[config.mk]
export PLATFORM = sky130hd
export DESIGN_NAME = fft8_frame_ctrl_flat
export DESIGN_NICKNAME = d
export VERILOG_FILES = /design/src/rtl/fft8_frame_ctrl_if.sv /design/src/rtl/fft8_frame_ctrl.sv /design/src/flat_wrapper.sv
export SDC_FILE = /design/constraint.sdc
export NUM_CORES = 1
export LEC_CHECK = 0
export ABC_AREA = 1
export CORE_UTILIZATION = 44
export DETAILED_ROUTE_END_ITERATION = 7
export GPL_ROUTABILITY_DRIVEN = 0
export PLACE_DENSITY = 0.87
export RECOVER_POWER = 50
export SLEW_MARGIN = 20
export SYNTH_ARGS = -nofsm -noshare
export SYNTH_HDL_FRONTEND = slang
export SYNTH_SLANG_ARGS = --single-unit
[constraint.sdc]
create_clock -name clk -period 2.4 [get_ports clk]
set_clock_uncertainty 0.15 [all_clocks]
set_input_delay 0.36 -clock clk [delete_from_list [all_inputs] [get_ports clk]]
set_output_delay 0.36 -clock clk [all_outputs]
set_load 0.05 [all_outputs]
[src/rtl/fft8_frame_ctrl_if.sv]
// Sample-in / bin-out handshake bundle of the 8-point FFT frame sequencer.
// master: the sequencer side; slave: the source/sink environment side.
interface fft8_frame_ctrl_if #(
  parameter int unsigned DW = 16
);
  logic          s_valid;
  logic          s_ready;
  logic          s_first;
  logic          s_mode;
  logic [DW-1:0] s_data_r;
  logic [DW-1:0] s_data_i;
  logic          m_valid;
  logic          m_ready;
  logic [DW-1:0] m_data_r;
  logic [DW-1:0] m_data_i;
  logic [2:0]    m_index;
  logic          m_last;
  logic          m_mode;

  modport master (
    input  s_valid, s_first, s_mode, s_data_r, s_data_i, m_ready,
    output s_ready, m_valid, m_data_r, m_data_i, m_index, m_last, m_mode
  );

  modport slave (
    output s_valid, s_first, s_mode, s_data_r, s_data_i, m_ready,
    input  s_ready, m_valid, m_data_r, m_data_i, m_index, m_last, m_mode
  );
endinterface

[src/rtl/fft8_frame_ctrl.sv]
// Frame sequencer for the pipelined 8-point FFT/IFFT core: fills, runs, captures, drains.
// Optional FFT8_FRAME_CNT_EN adds a 16-bit count of fully drained frames.
module fft8_frame_ctrl #(
  parameter int unsigned DW           = 16,
  parameter int unsigned CORE_LATENCY = 4
) (
  input  logic                clk,
  input  logic                reset,
  fft8_frame_ctrl_if.master   bus,
  output logic                core_mode,
  output logic [8*DW-1:0]     core_xr,
  output logic [8*DW-1:0]     core_xi,
  input  logic [8*DW-1:0]     core_yr,
  input  logic [8*DW-1:0]     core_yi,
  output logic                err_sync
`ifdef FFT8_FRAME_CNT_EN
  ,
  output logic [15:0]         frame_cnt
`endif
);

  localparam int unsigned NS = 8;
  localparam int unsigned PW = 3;
  localparam int unsigned CW = (CORE_LATENCY < 1) ? 1 : $clog2(CORE_LATENCY + 1);

  typedef enum logic [1:0] {ST_FILL, ST_FULL, ST_RUN} state_e;

  state_e        state_q, state_d;
  logic [PW-1:0] wr_ptr_q, wr_ptr_d, wr_idx;
  logic [CW-1:0] wait_q, wait_d;
  logic [DW-1:0] in_r_q  [NS];
  logic [DW-1:0] in_r_d  [NS];
  logic [DW-1:0] in_i_q  [NS];
  logic [DW-1:0] in_i_d  [NS];
  logic [DW-1:0] out_r_q [NS];
  logic [DW-1:0] out_r_d [NS];
  logic [DW-1:0] out_i_q [NS];
  logic [DW-1:0] out_i_d [NS];
  logic          frame_mode_q, frame_mode_d;
  logic          full_q, full_d;
  logic [PW-1:0] rd_ptr_q, rd_ptr_d;
  logic [DW-1:0] m_data_r_q, m_data_r_d;
  logic [DW-1:0] m_data_i_q, m_data_i_d;
  logic          m_last_q, m_last_d;
  logic          m_mode_q, m_mode_d;
  logic          err_q, err_d;
  logic          s_ready_q, s_ready_d;

  logic accept, realign, hs, drain, empty_nx, capture;

  // Handshake and event decode shared by both halves of the datapath
  assign accept   = (state_q == ST_FILL) && bus.s_valid;
  assign realign  = accept && bus.s_first && (wr_ptr_q != '0);
  assign hs       = full_q && bus.m_ready;
  assign drain    = hs && (rd_ptr_q == PW'(NS - 1));
  assign empty_nx = !full_q || drain;
  assign capture  = (state_q == ST_RUN) && (wait_q == CW'(CORE_LATENCY));

  always_comb begin
    state_d      = state_q;
    wr_ptr_d     = wr_ptr_q;
    wr_idx       = wr_ptr_q;
    wait_d       = wait_q;
    in_r_d       = in_r_q;
    in_i_d       = in_i_q;
    out_r_d      = out_r_q;
    out_i_d      = out_i_q;
    frame_mode_d = frame_mode_q;
    full_d       = full_q;
    rd_ptr_d     = rd_ptr_q;
    m_data_r_d   = m_data_r_q;
    m_data_i_d   = m_data_i_q;
    m_last_d     = m_last_q;
    m_mode_d     = m_mode_q;
    err_d        = 1'b0;

    unique case (state_q)
      ST_FILL: begin
        if (accept) begin
          wr_idx         = realign ? '0 : wr_ptr_q;
          in_r_d[wr_idx] = bus.s_data_r;
          in_i_d[wr_idx] = bus.s_data_i;
          if (wr_idx == '0) frame_mode_d = bus.s_mode;
          if (realign) begin
            wr_ptr_d = PW'(1);
            err_d    = 1'b1;
          end else begin
            wr_ptr_d = wr_ptr_q + PW'(1);
            if (wr_ptr_q == PW'(NS - 1)) state_d = empty_nx ? ST_RUN : ST_FULL;
          end
        end
      end
      ST_FULL: begin
        if (empty_nx) state_d = ST_RUN;
      end
      ST_RUN: begin
        if (capture) begin
          state_d = ST_FILL;
          wait_d  = '0;
        end else begin
          wait_d = wait_q + CW'(1);
        end
      end
      default: state_d = ST_FILL;
    endcase

    // Output side: advance the read pointer and preload the next bin
    if (hs) begin
      rd_ptr_d   = rd_ptr_q + PW'(1);
      m_data_r_d = out_r_q[rd_ptr_q + PW'(1)];
      m_data_i_d = out_i_q[rd_ptr_q + PW'(1)];
      m_last_d   = (rd_ptr_q == PW'(NS - 2));
      if (drain) full_d = 1'b0;
    end

    // Capture only ever lands on an empty buffer, so it simply overrides
    if (capture) begin
      for (int unsigned k = 0; k < NS; k++) begin
        out_r_d[k] = core_yr[k*DW +: DW];
        out_i_d[k] = core_yi[k*DW +: DW];
      end
      full_d     = 1'b1;
      rd_ptr_d   = '0;
      m_mode_d   = frame_mode_q;
      m_data_r_d = core_yr[DW-1:0];
      m_data_i_d = core_yi[DW-1:0];
      m_last_d   = 1'b0;
    end

    s_ready_d = (state_d == ST_FILL);
  end

  always_ff @(posedge clk) begin
    if (reset) begin
      state_q      <= ST_FILL;
      wr_ptr_q     <= '0;
      wait_q       <= '0;
      in_r_q       <= '{default: '0};
      in_i_q       <= '{default: '0};
      out_r_q      <= '{default: '0};
      out_i_q      <= '{default: '0};
      frame_mode_q <= 1'b0;
      full_q       <= 1'b0;
      rd_ptr_q     <= '0;
      m_data_r_q   <= '0;
      m_data_i_q   <= '0;
      m_last_q     <= 1'b0;
      m_mode_q     <= 1'b0;
      err_q        <= 1'b0;
      s_ready_q    <= 1'b1;
    end else begin
      state_q      <= state_d;
      wr_ptr_q     <= wr_ptr_d;
      wait_q       <= wait_d;
      in_r_q       <= in_r_d;
      in_i_q       <= in_i_d;
      out_r_q      <= out_r_d;
      out_i_q      <= out_i_d;
      frame_mode_q <= frame_mode_d;
      full_q       <= full_d;
      rd_ptr_q     <= rd_ptr_d;
      m_data_r_q   <= m_data_r_d;
      m_data_i_q   <= m_data_i_d;
      m_last_q     <= m_last_d;
      m_mode_q     <= m_mode_d;
      err_q        <= err_d;
      s_ready_q    <= s_ready_d;
    end
  end

  for (genvar g = 0; g < NS; g++) begin : g_pack
    assign core_xr[g*DW +: DW] = in_r_q[g];
    assign core_xi[g*DW +: DW] = in_i_q[g];
  end

  assign core_mode    = frame_mode_q;
  assign err_sync     = err_q;
  assign bus.s_ready  = s_ready_q;
  assign bus.m_valid  = full_q;
  assign bus.m_data_r = m_data_r_q;
  assign bus.m_data_i = m_data_i_q;
  assign bus.m_index  = rd_ptr_q;
  assign bus.m_last   = m_last_q;
  assign bus.m_mode   = m_mode_q;

`ifdef FFT8_FRAME_CNT_EN
  logic [15:0] frame_cnt_q, frame_cnt_d;

  always_comb begin
    frame_cnt_d = frame_cnt_q;
    if (drain) frame_cnt_d = frame_cnt_q + 16'd1;
  end

  always_ff @(posedge clk) begin
    if (reset) frame_cnt_q <= '0;
    else       frame_cnt_q <= frame_cnt_d;
  end

  assign frame_cnt = frame_cnt_q;
`endif

endmodule
[src/flat_wrapper.sv]
// flat-port wrapper written by rule: the top's interface ports become plain ports
module fft8_frame_ctrl_flat 
#(
  parameter int unsigned DW           = 16,
  parameter int unsigned CORE_LATENCY = 4
)
  (clk, reset, core_mode, core_xr, core_xi, core_yr, core_yi, err_sync, bus_s_valid, bus_s_first, bus_s_mode, bus_s_data_r, bus_s_data_i, bus_m_ready, bus_s_ready, bus_m_valid, bus_m_data_r, bus_m_data_i, bus_m_index, bus_m_last, bus_m_mode);
  fft8_frame_ctrl_if #(.DW(DW)) bus_i ();
  input  logic clk;
  input  logic reset;
  output logic core_mode;
  output logic [8*DW-1:0] core_xr;
  output logic [8*DW-1:0] core_xi;
  input  logic [8*DW-1:0] core_yr;
  input  logic [8*DW-1:0] core_yi;
  output logic err_sync;
  input wire logic [$bits(bus_i.s_valid)-1:0] bus_s_valid;
  input wire logic [$bits(bus_i.s_first)-1:0] bus_s_first;
  input wire logic [$bits(bus_i.s_mode)-1:0] bus_s_mode;
  input wire logic [$bits(bus_i.s_data_r)-1:0] bus_s_data_r;
  input wire logic [$bits(bus_i.s_data_i)-1:0] bus_s_data_i;
  input wire logic [$bits(bus_i.m_ready)-1:0] bus_m_ready;
  output wire logic [$bits(bus_i.s_ready)-1:0] bus_s_ready;
  output wire logic [$bits(bus_i.m_valid)-1:0] bus_m_valid;
  output wire logic [$bits(bus_i.m_data_r)-1:0] bus_m_data_r;
  output wire logic [$bits(bus_i.m_data_i)-1:0] bus_m_data_i;
  output wire logic [$bits(bus_i.m_index)-1:0] bus_m_index;
  output wire logic [$bits(bus_i.m_last)-1:0] bus_m_last;
  output wire logic [$bits(bus_i.m_mode)-1:0] bus_m_mode;
  assign bus_i.s_valid = bus_s_valid;
  assign bus_i.s_first = bus_s_first;
  assign bus_i.s_mode = bus_s_mode;
  assign bus_i.s_data_r = bus_s_data_r;
  assign bus_i.s_data_i = bus_s_data_i;
  assign bus_i.m_ready = bus_m_ready;
  assign bus_s_ready = bus_i.s_ready;
  assign bus_m_valid = bus_i.m_valid;
  assign bus_m_data_r = bus_i.m_data_r;
  assign bus_m_data_i = bus_i.m_data_i;
  assign bus_m_index = bus_i.m_index;
  assign bus_m_last = bus_i.m_last;
  assign bus_m_mode = bus_i.m_mode;
  fft8_frame_ctrl #(.DW(DW), .CORE_LATENCY(CORE_LATENCY)) u_core (.clk(clk), .reset(reset), .bus(bus_i), .core_mode(core_mode), .core_xr(core_xr), .core_xi(core_xi), .core_yr(core_yr), .core_yi(core_yi), .err_sync(err_sync));
endmodule
Word level (Yosys, flattened, before mapping)
Index checks and enable logic that the tools add are counted.
{ "op_classes": {"n_bitwise": 4, "n_lt_le_gt_ge": 3, "muxes": 28, "eq_ne": 6, "n_reduce_logical": 20, "addsub": 3} }
{ "ops": {"columns": ["cell", "count"], "rows": [
  ["128-bit bitwise mux", 2],
  ["16-bit two-way mux", 9],
  ["16-bit binary-select mux with 3-bit select", 2],
  ["16-bit demux with 3-bit select", 1],
  ["3-bit == test (second input constant)", 4],
  ["2-bit two-way mux", 6],
  ["3-bit by 1-bit adder with 3-bit output (second input constant)", 3],
  ["3-bit two-way mux", 3],
  ["4-bit greater-or-equal comparator (second input constant)", 2],
  ["3-bit inverter with 4-bit output", 2],
  ["1-bit logical AND", 7],
  ["2-bit case mux with 3 select lines", 1],
  ["2-bit logical NOT", 2],
  ["4-bit by 1-bit < comparator with 1-bit output (second input constant)", 1],
  ["1-bit two-way mux", 4],
  ["2-bit AND reduction", 2],
  ["2-bit nonzero test", 2],
  ["3-bit logical NOT", 1],
  ["3-bit AND reduction", 1],
  ["3-bit nonzero test", 1],
  ["3-bit OR reduction", 1],
  ["2-bit by 1-bit == test with 1-bit output (second input constant)", 1],
  ["2-bit == test (second input constant)", 1],
  ["1-bit inverter", 2],
  ["other kinds (3)", 3]
]} }
{ "totals": {"reg_bits": 561, "out_inout_bits": 297, "wordCells": 108} }

Depth between registers and ports, before layout
{ "depth": {"depth_word": 11, "ltp_mapped": 13, "ltp_nobuf": 11} }

Worst setup path before layout
Ideal clock, no wire load.
{ "synth_timing": {"kind": "register to register", "from": "register u_core.rd_ptr_q[0], in the netlist u_core.bus.m_index[0]", "to": "register u_core.m_data_i_q[4], in the netlist u_core.bus.m_data_i[4]", "setup_slack_ps": -365, "path_stages_with_launch": 11, "n_path_buf": 4, "arrival_ps": 2495, "cell_sequence": "dfxtp_1 buf_2 clkinv_1 buf_2 clkbuf_1 ha_1 nor2_1 clkbuf_1 nand3_1 nand3_1 a21oi_1"} }
{ "synth_between": {"elab_chain_cells": 7} }
{ "synth_rtl": {"columns": ["item", "line", "rtl"], "rows": [
  ["start: declaration", "fft8_frame_ctrl.sv:41", "logic [PW-1:0] rd_ptr_q, rd_ptr_d;"],
  ["start signal: assignment", "fft8_frame_ctrl.sv:161", "rd_ptr_q <= rd_ptr_d;"],
  ["3-bit by 1-bit adder with 3-bit output", "fft8_frame_ctrl.sv:111", "m_data_i_d = out_i_q[rd_ptr_q + PW'(1)];"],
  ["3-bit inverter with 4-bit output (not written as such)", "fft8_frame_ctrl.sv:111", null],
  ["16-bit binary-select mux with 3-bit select", "fft8_frame_ctrl.sv:111", null],
  ["16-bit two-way mux (not written as such) (2 in series)", "fft8_frame_ctrl.sv:111", null],
  ["16-bit two-way mux", "fft8_frame_ctrl.sv:108", "if (hs) begin"],
  ["16-bit two-way mux", "fft8_frame_ctrl.sv:117", "if (capture) begin"],
  ["end signal: assignment", "fft8_frame_ctrl.sv:163", "m_data_i_q <= m_data_i_d;"],
  ["end: declaration", "fft8_frame_ctrl.sv:43", "logic [DW-1:0] m_data_i_q, m_data_i_d;"]
]} }
No other way between the ends. The select of a mux whose other input is x is not followed.
A chain may end at the register's enable or synchronous reset.

Final worst setup path
{ "layout_timing": {"from": "register u_core.in_i_q, in the netlist u_core.core_xi[4]", "to": "output core_xi[4]"} }
{ "layout_lines": {"columns": ["item", "line", "rtl"], "rows": [
  ["start: declaration", "fft8_frame_ctrl.sv:33", "logic [DW-1:0] in_i_q [NS];"],
  ["start signal: assignment", "fft8_frame_ctrl.sv:156", "in_i_q <= in_i_d;"],
  ["end: declaration", "flat_wrapper.sv:13", "output logic [8*DW-1:0] core_xi;"]
]} }
No word-level cell between the ends.

==> results.cfg <==
[finish]
nFillCells = 4134
multi_input_area_mm2 = 0.00962
fin_area_mm2 = 0.0313
finalNetCount = 3954
area.growth.synth_to_final_pct = 38.4
ff_latch_area_mm2 = 0.0112
drive_gt1_share_pct = 5.17

[pwr]
cellPowerDensity_mw_per_mm2 = 691
seq_power_share_pct = 44.3
combPwrFrac_pct = 12.2
internal_power_mw = 16.0
switchingPower_mw = 5.66
p_sw_share_pct = 26.1
ir_worst_vdd_uv = 589
p_leak_nw = 12.0
clock_power_share_pct = 43.5

[clock_tree]
clkTransAtPathRegs_ns = 0.06
cts_buffer_depth = 3
cts_tree = done
clock_latency_ns = 0.61
cts-root-buf = clkbuf_16
htreeDepth = 2
clkSinkCount = 561
cts_setup_buffers = 0
cts_made_buffers = 56

[synthesis]
synth_cells = 3170
synth_edf_count = 0
ys.flop_type = dfxtp_1
ys_warn_count = 0
seq_area_frac_synth_pct = 49.6
syn_area_mm2 = 0.0226
syn-num-nets = 3472
syn_avg_cell_area_um2 = 7.14
ys_types = 26
ys_seq_elements = 561
async_flop_share_pct = 0

[worst_setup_path]
critPathArrivalTime_ns = 1.87
crit_chain = clkdlybuf4s50_1
endpoint_kind = primary output
crit_path_max_incr_delay_ns = 0.86
required_ns = 1.89
crit_family = buffers and inverters
critPathKind = reg -> out
critPathSlowestCell = clkdlybuf4s50_1
crit_buf_inv = 1
cp-start-kind = flip-flop
cp_max_fo = 2

[global_route]
antenna_found_initial = 12
grt_overflow = 0
grt_pass1_vias = 22650
grt_pass1_wl_mm = 131
grt_use_total_pct = 31.6
grt_max_degree = 173

[drt]
postRouteAntennaNets = 0
vias = 24142
drt-total-wl_mm = 86.3
drt_iter0_drc = 2912
via_per_inst = 5.51
wl_per_cell_um = 19.7
drc = 8
first_pass_iters = 8

[sta]
tightest_slew_ns = 0.892
relSlewSlack_pct = 40.8
tns_ns = 0
fmax_mhz = 419
holdWs_ns = 0.0782
report.final.slew_viol_count = 0
hold_violations = 0
finalWorstSetupSlack_ns = 0.0159
setup_violations = 0
post-route-min-period_ns = 2.38
fin_crit_sh_pct = 99.3

[die]
die_area_mm2 = 0.0523
die_w_um = 229
num_rows = 82
core_area_mm2 = 0.0505
start_util_pct = 44.8
io_pins = 591
die_y_um = 229

[placed_design]
place_ws_ns = 0.118
port-buffer-count = 590
hpwl_mm = 58.4
place_area_mm2 = 0.0295

[hold_path]
hold_path_class = in -> reg

[run_status]
failed_checks = DRC
outcome = finished with violations

[job]
cap_violations = 0
[kinds of logic (layout without fill, tap and decap cells)]
logic type               after synthesis  in the layout  share of synthesized area (%)
other                                  0             15                              0
flip-flops                           561            561                           49.6
adder cells (fa/ha/maj)                8              8                          0.442
AO/OA/AOI/OAI                        651            651                           15.2
buffers and inverters                476           1003                           8.16
AND/OR/NAND/NOR                     1474           1474                           26.6
[repair_timing]
action | CTS | global route
cloned | 0 | 1
resized for setup | 10 | 8
hold buffers | 0 | 0
hold endpoints to repair | 0 | 0
endpoints found under the setup margin | 10 | 9
[power groups by stage]
stage | sequential, mW | clock [mW] | combinational, mW
after floorplan | 10.4 | 0 | 0.723
after global placement | 9.79 | 0 | 2.57
after detailed placement | 9.79 | 0 | 2.59
after CTS | 9.59 | 9.48 | 2.61
after global routing | 9.61 | 9.89 | 2.77
final | 9.59 | 9.42 | 2.64
[final timing paths]
path	to	startpoint	cells after the start	slack (ns)
min	u_core.bus.s_ready	reset	3	0.08
min reg2reg	u_core.out_i_q[30]	u_core.out_i_q[30]	2	0.30
max	core_xi[4]	u_core.core_xi[4]	1	0.02
max reg2reg	u_core.bus.m_data_i[0]	u_core.bus.m_index[0]	8	0.09
[routing by layer]
metal | wire length [um] | track usage, %
met5 | 0 | 0
met4 | 4860 | 16.6
met3 | 10700 | 9.38
met2 | 39100 | 50.7
met1 | 31600 | 38.1
[cell usage in the layout, fill, tap and decap left out, types with 8 or more instances in the layout]
cell | synthesis | routed
clkdlybuf4s50_1 | 0 | 567
diode_2 | 0 | 15
clkbuf_1 | 165 | 28
nand4_1 | 36 | 36
clkinv_2 | 0 | 10
dlygate4sd2_1 | 0 | 9
buf_12 | 0 | 29
o22ai_1 | 13 | 13
inv_1 | 228 | 228
nand2_1 | 519 | 520
buf_4 | 0 | 28
bufinv_16 | 0 | 9
o211ai_1 | 63 | 63
clkbuf_16 | 0 | 57
nor2_2 | 5 | 8
nor3_1 | 67 | 67
dfxtp_1 | 561 | 560
nor2_1 | 627 | 622
a21oi_1 | 220 | 218
o21ai_0 | 351 | 351
nand3_1 | 214 | 214
[sequential cells by signal, summed over array words and instances, names as in the netlist]
register             count
u_core.bus.m_data_r     16
u_core.bus.m_index       3
u_core.err_sync          1
u_core.state_q           2
u_core.bus.m_last        1
u_core.core_xr         128
u_core.bus.m_data_i     16
u_core.core_mode         1
u_core.bus.m_mode        1
u_core.out_i_q         128
u_core.out_r_q         128
u_core.core_xi         128
u_core.wait_q            3
u_core.bus.s_ready       1
u_core.wr_ptr_q          3
u_core.bus.m_valid       1
[cells in the mapped netlist (all sizes together), types with 2 or more instances]
master	n	area [um2]
nor2	633	2400
dfxtp	561	11200
nand2	522	1970
o21ai	352	1760
inv	234	878
a21oi	220	1100
nand3	215	1080
clkbuf	165	619
buf	75	342
nor3	67	335
o211ai	63	473
nand4	37	238
o22ai	13	81.3
ha	8	100
clkinv	2	7.51
[per-stage QoR]
step	util, %	power [mW]	cells
5_1_grt	62.0	22.3	4378
6_report	62.1	21.7	4384
4_1_cts	62.3	21.7	4368
3_5_place_dp	58.4	12.4	4265
3_3_place_gp	58.4	12.4	4265
2_1_floorplan	-	11.1	3170
[area by class of cell]
type,count,share of cell area (%)
Timing Repair Buffer,664,21.5
Tap cell,672,2.68
Clock buffer,73,4.90
Multi-Input combinational cell,2133,30.7
Antenna cell,15,0.120
Clock inverter,30,1.37
Inverter,236,2.86
Sequential cell,561,35.9
Power figures use the tool's default switching activity.
